$ cat src/rtl/capture_frame_sched_pkg.sv
// Shared definitions for the capture-side frame-buffer scheduler.
package capture_frame_sched_pkg;

   // Number of frame-buffer banks handled ping-pong style
   localparam int NBANK      = 2;
   localparam int BANK_IDX_W = 1;

   // Width of the frame and drop counters
   localparam int CW = 16;

   // Life cycle of one bank: FREE -> FILL -> FULL -> BUSY -> FREE
   typedef enum logic [1:0] {
      BANK_FREE = 2'd0,
      BANK_FILL = 2'd1,
      BANK_FULL = 2'd2,
      BANK_BUSY = 2'd3
   } bank_state_t;

endpackage

$ cat src/rtl/capture_frame_sched_fs_vsync_edge.sv
// Two-flop vsync delay line; frame_start pulses on the falling edge of vsync,
// aligned with the cycle in which the capture block sees the same edge.
module fs_vsync_edge (
   input  logic clk,
   input  logic rstn,
   input  logic vsync,
   output logic frame_start
);

   logic vs_d1;
   logic vs_d2;

   // Delay raw vsync by one and two cycles
   always_ff @(posedge clk or negedge rstn) begin
      if (!rstn) begin
         vs_d1 <= 1'b0;
         vs_d2 <= 1'b0;
      end else begin
         vs_d1 <= vsync;
         vs_d2 <= vs_d1;
      end
   end

   assign frame_start = !vs_d1 && vs_d2;

endmodule

$ cat src/rtl/capture_frame_sched.sv
// Ping-pong frame-buffer scheduler: arms a bank per camera frame, routes the
// capture writes into it, hands finished frames to the consumer in order and
// shadows the crop/scale configuration onto frame boundaries.
module capture_frame_sched
   import capture_frame_sched_pkg::*;
#(
   parameter int AW = 12,
   parameter int DW = 8,
   parameter int PW = 10,
   parameter int PH = 10,
   parameter int CW = capture_frame_sched_pkg::CW
) (
   input  logic          clk,
   input  logic          rstn,
   input  logic          sched_en,
   input  logic [PW-1:0] cfg_x,
   input  logic [PH-1:0] cfg_y,
   input  logic [PW-1:0] cfg_w,
   input  logic [PH-1:0] cfg_h,
   input  logic [2:0]    cfg_scale,
   input  logic          cfg_update,
   output logic [PW-1:0] cap_x,
   output logic [PH-1:0] cap_y,
   output logic [PW-1:0] cap_w,
   output logic [PH-1:0] cap_h,
   output logic [2:0]    cap_scale,
   input  logic          cam_vsync_i,
   input  logic          cap_ready_i,
   input  logic [AW-1:0] cap_ab_i,
   input  logic          cap_cenb_i,
   input  logic [DW-1:0] cap_db_i,
   output logic [AW:0]   fb_ab_o,
   output logic          fb_cenb_o,
   output logic [DW-1:0] fb_db_o,
   output logic          frm_valid_o,
   output logic          frm_bank_o,
   input  logic          frm_ready_i,
   input  logic          frm_done_i,
   output logic [CW-1:0] frame_cnt_o,
   output logic [CW-1:0] drop_cnt_o
);

   logic frame_start;

   bank_state_t bank_reg  [NBANK];
   bank_state_t bank_next [NBANK];

   // Completed banks, oldest first
   logic [BANK_IDX_W-1:0] ord_reg  [2];
   logic [BANK_IDX_W-1:0] ord_next [2];
   logic [1:0]            ord_cnt_reg;
   logic [1:0]            ord_cnt_next;

   logic                  armed_reg;
   logic                  armed_next;
   logic [BANK_IDX_W-1:0] wr_bank_reg;
   logic [BANK_IDX_W-1:0] wr_bank_next;
   logic [CW-1:0]         frame_cnt_reg;
   logic [CW-1:0]         frame_cnt_next;
   logic [CW-1:0]         drop_cnt_reg;
   logic [CW-1:0]         drop_cnt_next;
   logic                  frm_valid_reg;
   logic                  frm_valid_next;
   logic                  frm_bank_reg;
   logic                  frm_bank_next;
   logic                  pend_reg;

   logic                  fill_hit;
   logic [BANK_IDX_W-1:0] fill_idx;
   logic                  free_hit;
   logic [BANK_IDX_W-1:0] free_idx;
   logic                  any_busy;

   fs_vsync_edge u_vsync_edge (
      .clk         (clk),
      .rstn        (rstn),
      .vsync       (cam_vsync_i),
      .frame_start (frame_start)
   );

   // Apply release, accept, completion and then arming, in that order
   always_comb begin
      bank_next      = bank_reg;
      ord_next       = ord_reg;
      ord_cnt_next   = ord_cnt_reg;
      armed_next     = armed_reg;
      wr_bank_next   = wr_bank_reg;
      frame_cnt_next = frame_cnt_reg;
      drop_cnt_next  = drop_cnt_reg;
      fill_hit       = 1'b0;
      fill_idx       = '0;
      free_hit       = 1'b0;
      free_idx       = '0;
      any_busy       = 1'b0;

      if (frm_done_i) begin
         for (int b = 0; b < NBANK; b++) begin
            if (bank_reg[b] == BANK_BUSY) bank_next[b] = BANK_FREE;
         end
      end

      // The offered frame is always the head of the order record
      if (frm_valid_reg && frm_ready_i) begin
         bank_next[frm_bank_reg] = BANK_BUSY;
         ord_next[0]             = ord_reg[1];
         ord_cnt_next            = ord_cnt_reg - 2'd1;
      end

      if (cap_ready_i && armed_reg) begin
         bank_next[wr_bank_reg]      = BANK_FULL;
         ord_next[ord_cnt_next[0]]   = wr_bank_reg;
         ord_cnt_next                = ord_cnt_next + 2'd1;
         armed_next                  = 1'b0;
         frame_cnt_next              = frame_cnt_reg + 1'b1;
      end

      // Scan downwards so the lowest index wins
      for (int b = NBANK - 1; b >= 0; b--) begin
         if (bank_next[b] == BANK_FILL) begin
            fill_hit = 1'b1;
            fill_idx = BANK_IDX_W'(b);
         end
         if (bank_next[b] == BANK_FREE) begin
            free_hit = 1'b1;
            free_idx = BANK_IDX_W'(b);
         end
      end

      if (frame_start) begin
         if (sched_en) begin
            if (fill_hit) begin
               // Previous frame never completed: reuse its bank
               armed_next   = 1'b1;
               wr_bank_next = fill_idx;
            end else if (free_hit) begin
               bank_next[free_idx] = BANK_FILL;
               armed_next          = 1'b1;
               wr_bank_next        = free_idx;
            end else begin
               armed_next = 1'b0;
               if (drop_cnt_reg != '1) drop_cnt_next = drop_cnt_reg + 1'b1;
            end
         end else begin
            armed_next = 1'b0;
            for (int b = 0; b < NBANK; b++) begin
               if (bank_next[b] == BANK_FILL) bank_next[b] = BANK_FREE;
            end
         end
      end

      for (int b = 0; b < NBANK; b++) begin
         if (bank_next[b] == BANK_BUSY) any_busy = 1'b1;
      end

      frm_valid_next = (ord_cnt_next != 2'd0) && !any_busy;
      frm_bank_next  = ord_next[0];
   end

   // Scheduler state registers
   always_ff @(posedge clk or negedge rstn) begin
      if (!rstn) begin
         for (int b = 0; b < NBANK; b++) bank_reg[b] <= BANK_FREE;
         ord_reg[0]    <= '0;
         ord_reg[1]    <= '0;
         ord_cnt_reg   <= 2'd0;
         armed_reg     <= 1'b0;
         wr_bank_reg   <= '0;
         frame_cnt_reg <= '0;
         drop_cnt_reg  <= '0;
         frm_valid_reg <= 1'b0;
         frm_bank_reg  <= 1'b0;
      end else begin
         bank_reg      <= bank_next;
         ord_reg       <= ord_next;
         ord_cnt_reg   <= ord_cnt_next;
         armed_reg     <= armed_next;
         wr_bank_reg   <= wr_bank_next;
         frame_cnt_reg <= frame_cnt_next;
         drop_cnt_reg  <= drop_cnt_next;
         frm_valid_reg <= frm_valid_next;
         frm_bank_reg  <= frm_bank_next;
      end
   end

   // Shadow configuration: load only on a frame start with an update pending
   always_ff @(posedge clk or negedge rstn) begin
      if (!rstn) begin
         pend_reg  <= 1'b0;
         cap_x     <= '0;
         cap_y     <= '0;
         cap_w     <= '0;
         cap_h     <= '0;
         cap_scale <= 3'd1;
      end else if (frame_start && (pend_reg || cfg_update)) begin
         pend_reg  <= 1'b0;
         cap_x     <= cfg_x;
         cap_y     <= cfg_y;
         cap_w     <= cfg_w;
         cap_h     <= cfg_h;
         cap_scale <= cfg_scale;
      end else if (cfg_update) begin
         pend_reg <= 1'b1;
      end
   end

   // Write path: steer capture writes into the armed bank, block otherwise
   always_ff @(posedge clk or negedge rstn) begin
      if (!rstn) begin
         fb_ab_o   <= '0;
         fb_db_o   <= '0;
         fb_cenb_o <= 1'b1;
      end else begin
         fb_ab_o   <= {wr_bank_reg, cap_ab_i};
         fb_db_o   <= cap_db_i;
         fb_cenb_o <= cap_cenb_i | !armed_reg;
      end
   end

   assign frm_valid_o = frm_valid_reg;
   assign frm_bank_o  = frm_bank_reg;
   assign frame_cnt_o = frame_cnt_reg;
   assign drop_cnt_o  = drop_cnt_reg;

endmodule

$ cat config.mk
export PLATFORM = sky130hd
export DESIGN_NAME = capture_frame_sched
export DESIGN_NICKNAME = d
export VERILOG_FILES = /design/src/rtl/capture_frame_sched_pkg.sv /design/src/rtl/capture_frame_sched_fs_vsync_edge.sv /design/src/rtl/capture_frame_sched.sv
export SDC_FILE = /design/constraint.sdc
export NUM_CORES = 1
export LEC_CHECK = 0
export CAP_MARGIN = 15
export CELL_PAD_IN_SITES_DETAIL_PLACEMENT = 1
export CELL_PAD_IN_SITES_GLOBAL_PLACEMENT = 2
export CORE_MARGIN = 2
export CORE_UTILIZATION = 30
export DETAILED_ROUTE_END_ITERATION = 16
export PLACE_DENSITY_LB_ADDON = 0.1
export SYNTH_ARGS = -nofsm -noshare
export SYNTH_HDL_FRONTEND = slang
export SYNTH_SLANG_ARGS = --single-unit
$ cat constraint.sdc
create_clock -name clk -period 2.7 [get_ports clk]
set_input_delay 0.27 -clock clk [delete_from_list [all_inputs] [get_ports clk]]
set_output_delay 0.27 -clock clk [all_outputs]
set_load 0.05 [all_outputs]
After elaboration in Yosys (flattened, before gate mapping). Cells that the tools add are included.

Flip-flop bits (word level): 111. Input port bits: 72. Output and inout bits: 99. Logic and storage cells: 116.

Add/sub/neg operators: 4. $lt $le $gt $ge: 8. Eq/ne operators: 7. Multiplexer cells: 41. Bitwise logic cells: 14. Reductions and logical operators: 21.

Operators by type and width (number): adder 16 x 1 -> 16 bit (second input constant) (2); 2-to-1 mux 4 bit (7); 2-to-1 mux 2 bit (10); 2-to-1 mux 1 bit (19); != test 16 bit (second input constant) (1); logical AND 1 bit (9); == test 2 bit (second input constant) (4); >= comparator 2 bit (second input constant) (4); less-than comparator 2 x 1 -> 1 bit (second input constant) (4); NOT 1 -> 2 bit (4); nonzero test 2 bit (4); demux 2 bit (select 1 bit) (3); AND reduction 5 bit (1); AND 2 bit (2); == test 2 x 1 -> 1 bit (second input constant) (2); zero test 2 bit (2); NOT 2 bit (2); bitwise OR 2 bit (2); bitwise OR 4 bit (1); zero test 1 bit (3); AND reduction 3 bit (1); adder 2 x 1 -> 2 bit (second input constant) (1); bitwise mux 2 bit (1); NOT 1 bit (2); 4 further kinds (4).

Longest topological paths before layout.
Depth in word-level cells: 28. Depth in mapped cells: 6. Depth with buffers taken out: 6.

Hierarchy. Synthesis repeated with hierarchy kept, for this count alone.

Cells, all modules: 318. Area, all modules: 4350.4 sq um.

By module, submodules not included: capture_frame_sched (instances 1, cells each 315, area an instance 4286.6 sq um, seq. area each 2730.1 sq um); fs_vsync_edge (instances 1, cells each 3, area an instance 63.8 sq um, seq. area each 50.0 sq um).

Least setup slack after synthesis. OpenSTA, ideal clock, no wires.

Path type: reg-to-reg. From: register drop_cnt_reg[0], in the netlist drop_cnt_o[0]. To: register drop_cnt_reg[1], in the netlist drop_cnt_o[1]. Library setup time: 0.125 ns. Arrival: 1.962 ns. Data required time: 2.575 ns. Path slack: 0.614 ns. Cell stages (with the launch flop): 7. Path buffers: 0. Period minus slack after synthesis: 2.086 ns. Cell sequence: dfrtp_1 > ha_1 > and3_1 > nand4_1 > nor2_1 > nor2_1 > mux2_2.

Word-level cells in the longest chain between the ends: 2. Elaborated cells on any way between the ends: 3. Classes of those cells: 1 x add/sub; 1 x eq/ne; 1 x reduce/logical.

Ends and longest elaborated chain: start, declared (RTL line capture_frame_sched.sv:60) `logic [CW-1:0] drop_cnt_reg;`; start signal, assigned (RTL line capture_frame_sched.sv:179) `drop_cnt_reg <= drop_cnt_next;`; parallel branches: the longest is 2 deep, another holds adder 16 x 1 -> 16 bit.

Parallel ways; which one is timed is not known. A chain may end at the register's enable or synchronous reset.

Worst setup path in the final report. Ends and elaborated chain as after synthesis.

==> results.sh <==
export IMPL_grt_usage=0.159
export IMPL_dieHeight_um=124
export IMPL_vias=3207
export IMPL_post_route_min_period_ns=2.07
export IMPL_coreArea_mm2=0.0139
export IMPL_r2r_slack_ns=0.63
export IMPL_dr_pass1_iters=6
export IMPL_drcViolationCount=0
export IMPL_drt_total_wl_um=11800
export IMPL_busiest_layer="met2"
export IMPL_clock_path_buffers=2
export IMPL_io_pins=171
export IMPL_reg2regPathDepth=6
export IMPL_post_cts_setup_buffers=0
export IMPL_dp_hpwl_um=8800
export IMPL_hold_viol=0
export IMPL_arrival_ns=2.31
export IMPL_grt_pass1_wl_um=18500
export IMPL_r2r_end="drop_cnt_o[1]"
export IMPL_cts_made_buffers=9
export IMPL_setup_viol=0
export IMPL_power_density_mw_per_mm2=810
export IMPL_wl_per_cell_um=17.2
export IMPL_fin_tns_setup_ns=0
export IMPL_multi_input_area_mm2=0.00148
export IMPL_nets=575
export IMPL_seqCellArea_mm2=0.00278
export IMPL_portBuffers=170
export IMPL_hold_buffers=1
export IMPL_layout_commonest_cell="clkdlybuf4s50_1"
export IMPL_postSynth_asyncResetShare=1.00
export IMPL_yosysUniqueCellTypes=41
export IMPL_start_kind="register"
export IMPL_synth_cells=315
export IMPL_antenna_left=0
export IMPL_grt_max_degree=46
export IMPL_clock_sinks=111
export IMPL_num_antenna_cells=0
export IMPL_status="finished clean"
export IMPL_use_met3=0.0549
export IMPL_endpoint="drop_cnt_o[1]"
export IMPL_cts_tree="yes"
export IMPL_clkLatencyLatePin_ns=0.35
export IMPL_p_leak_uw=0.00277
export IMPL_start_util=0.308
export IMPL_end_kind="register"
export IMPL_yosys_most_used_dff="dfrtp_1"
export IMPL_die_w_um=124
export IMPL_min_path_type="in -> reg"
export IMPL_clk_pin_slew_ns=0.07
export IMPL_layout_setup_ws_ns=0.629
export IMPL_worstMarginPinSlew_ns=0.666
export IMPL_yosysWarningCount=0
export IMPL_area_growth_pct=53.5
export IMPL_critical_path_max_fanout=6
export IMPL_dieArea_mm2=0.0153
export IMPL_ir_drop_v=0.000302
export IMPL_antenna_found_initial=0
export IMPL_grt_pass1_vias=3442
export IMPL_required_ns=2.94
export IMPL_finalMaxSlewViolations=0
export IMPL_grt_overflow_total=0
export IMPL_post_cts_resized=0
export IMPL_slew_headroom=0.553
export IMPL_rsz0062_at_grt="no"
export IMPL_rows=43
export IMPL_seq_area_frac_synth=0.647
export IMPL_clockRootBuffer="clkbuf_16"
export IMPL_maxCapViolCount=0
export IMPL_final_cell_mix="clkdlybuf4s50_1, dfrtp_1, mux2_2, nand2_1, nor2_1"
export IMPL_netlist_area_mm2=0.00430
export IMPL_crit_type="reg -> reg"
export IMPL_drtIter0Drc=98
export IMPL_fin_skew_ns=0.00627
export IMPL_drive_above_1_share=0.159
export IMPL_grt_util_met2=0.261
export IMPL_gp_congestion=0.814
export IMPL_pre_cts_ws_ns=0.306
export IMPL_via_per_inst=4.69
export IMPL_period_share=0.767
export IMPL_synth_net_count=390
export IMPL_ys_ff_latch=111
export IMPL_max_freq_mhz=483
export IMPL_gr_usage_met1=0.192
export IMPL_syn_area_per_cell_um2=13.6
export IMPL_cts_htree_levels=3
export IMPL_cp_startpoint="drop_cnt_o[0]"
export IMPL_crit_reg2reg_launch="drop_cnt_o[0]"
export IMPL_fillers=1439
export IMPL_synth_edf_count=0
## power by group
| part | leakage (uW) | switching [uW] | internal (uW) |
|---|---|---|---|
| clock | 0.000143 | 603 | 742 |
| sequential | 0.00136 | 215 | 1930 |
| combinational | 0.00126 | 1130 | 719 |
| total | 0.00277 | 1950 | 3390 |
## worst min path at each step
stage	from	slack, ns	endpoint	depth (start not counted)
2_1_floorplan	rstn	-0.03	asynchronous set/reset pin	0
3_3_place_gp	rstn	0.22	frame_cnt_o[0]	1
3_5_place_dp	rstn	0.22	asynchronous set/reset pin	1
4_1_cts	cap_ab_i[4]	0.34	fb_ab_o[4]	1
5_1_grt	cap_ab_i[4]	0.35	fb_ab_o[4]	1
6_report	cap_ab_i[11]	0.35	fb_ab_o[11]	1
## logic make-up after synthesis
| group | synth area share |
|---|---|
| DFF | 0.647 |
| and+or+nand+nor | 0.107 |
| muxes | 0.124 |
| AOI/OAI and AO/OA | 0.0466 |
| xor gates and xnor gates | 0.0571 |
| buffers and inverters | 0.00990 |
| adders and majority gates | 0.00873 |
## critical path, stage by stage, from the launching register on
cell,delay (ns)
dfrtp_1,0.45
ha_1,0.28
and3_1,0.25
nand4_1,0.22
nor2_1,0.12
nor2_1,0.26
mux2_2,0.37
## final cells by class
type                       count  share of cell area
inverter                       3             0.00171
clock buffer                  12              0.0374
clock inverter                 3             0.00664
tap                          180              0.0341
multi-input combinational    196               0.225
sequential                   111               0.421
timing repair buffer         179               0.274
## through the flow
stage | cells | util | total power [uW] | instance area (um^2) | hold WS, ns
finish | 684 | 0.473 | 5340 | 6600 | 0.352
CTS | 684 | 0.473 | 5420 | 6600 | 0.341
detailed placement | 668 | 0.452 | 4050 | 6300 | 0.222
global placement | 668 | 0.452 | 4020 | 6300 | 0.224
global route | 684 | 0.473 | 5610 | 6600 | 0.347
floorplan | 315 | - | 3290 | 4300 | -0.0256
## routing by layer
layer | part of all wire | routed length [um] | vias to the layer above
met5 | 0 | 0 | -
met4 | 0.019 | 221 | 0
met3 | 0.079 | 930 | 13
met2 | 0.51 | 5950 | 100
met1 | 0.40 | 4670 | 1614
li1 | - | - | 1480
## synthesized netlist by cell type (all sizes together) (3+ instances only)
master    n  area (um^2)
xor2     15          131
nand4    10         62.6
nand2b    3         18.8
a21oi     9         45.0
buf       5         31.3
nand2    19         71.3
a21boi    4         30.0
nor3     11         55.1
ha        3         37.5
a31oi     5         31.3
mux2     47          533
and3      4         25.0
inv       3         11.3
nor2     19         73.8
nand3    13         65.1
dfrtp   109         2730
xnor2    13          114
No activity file was read; power rests on OpenSTA's default activity.
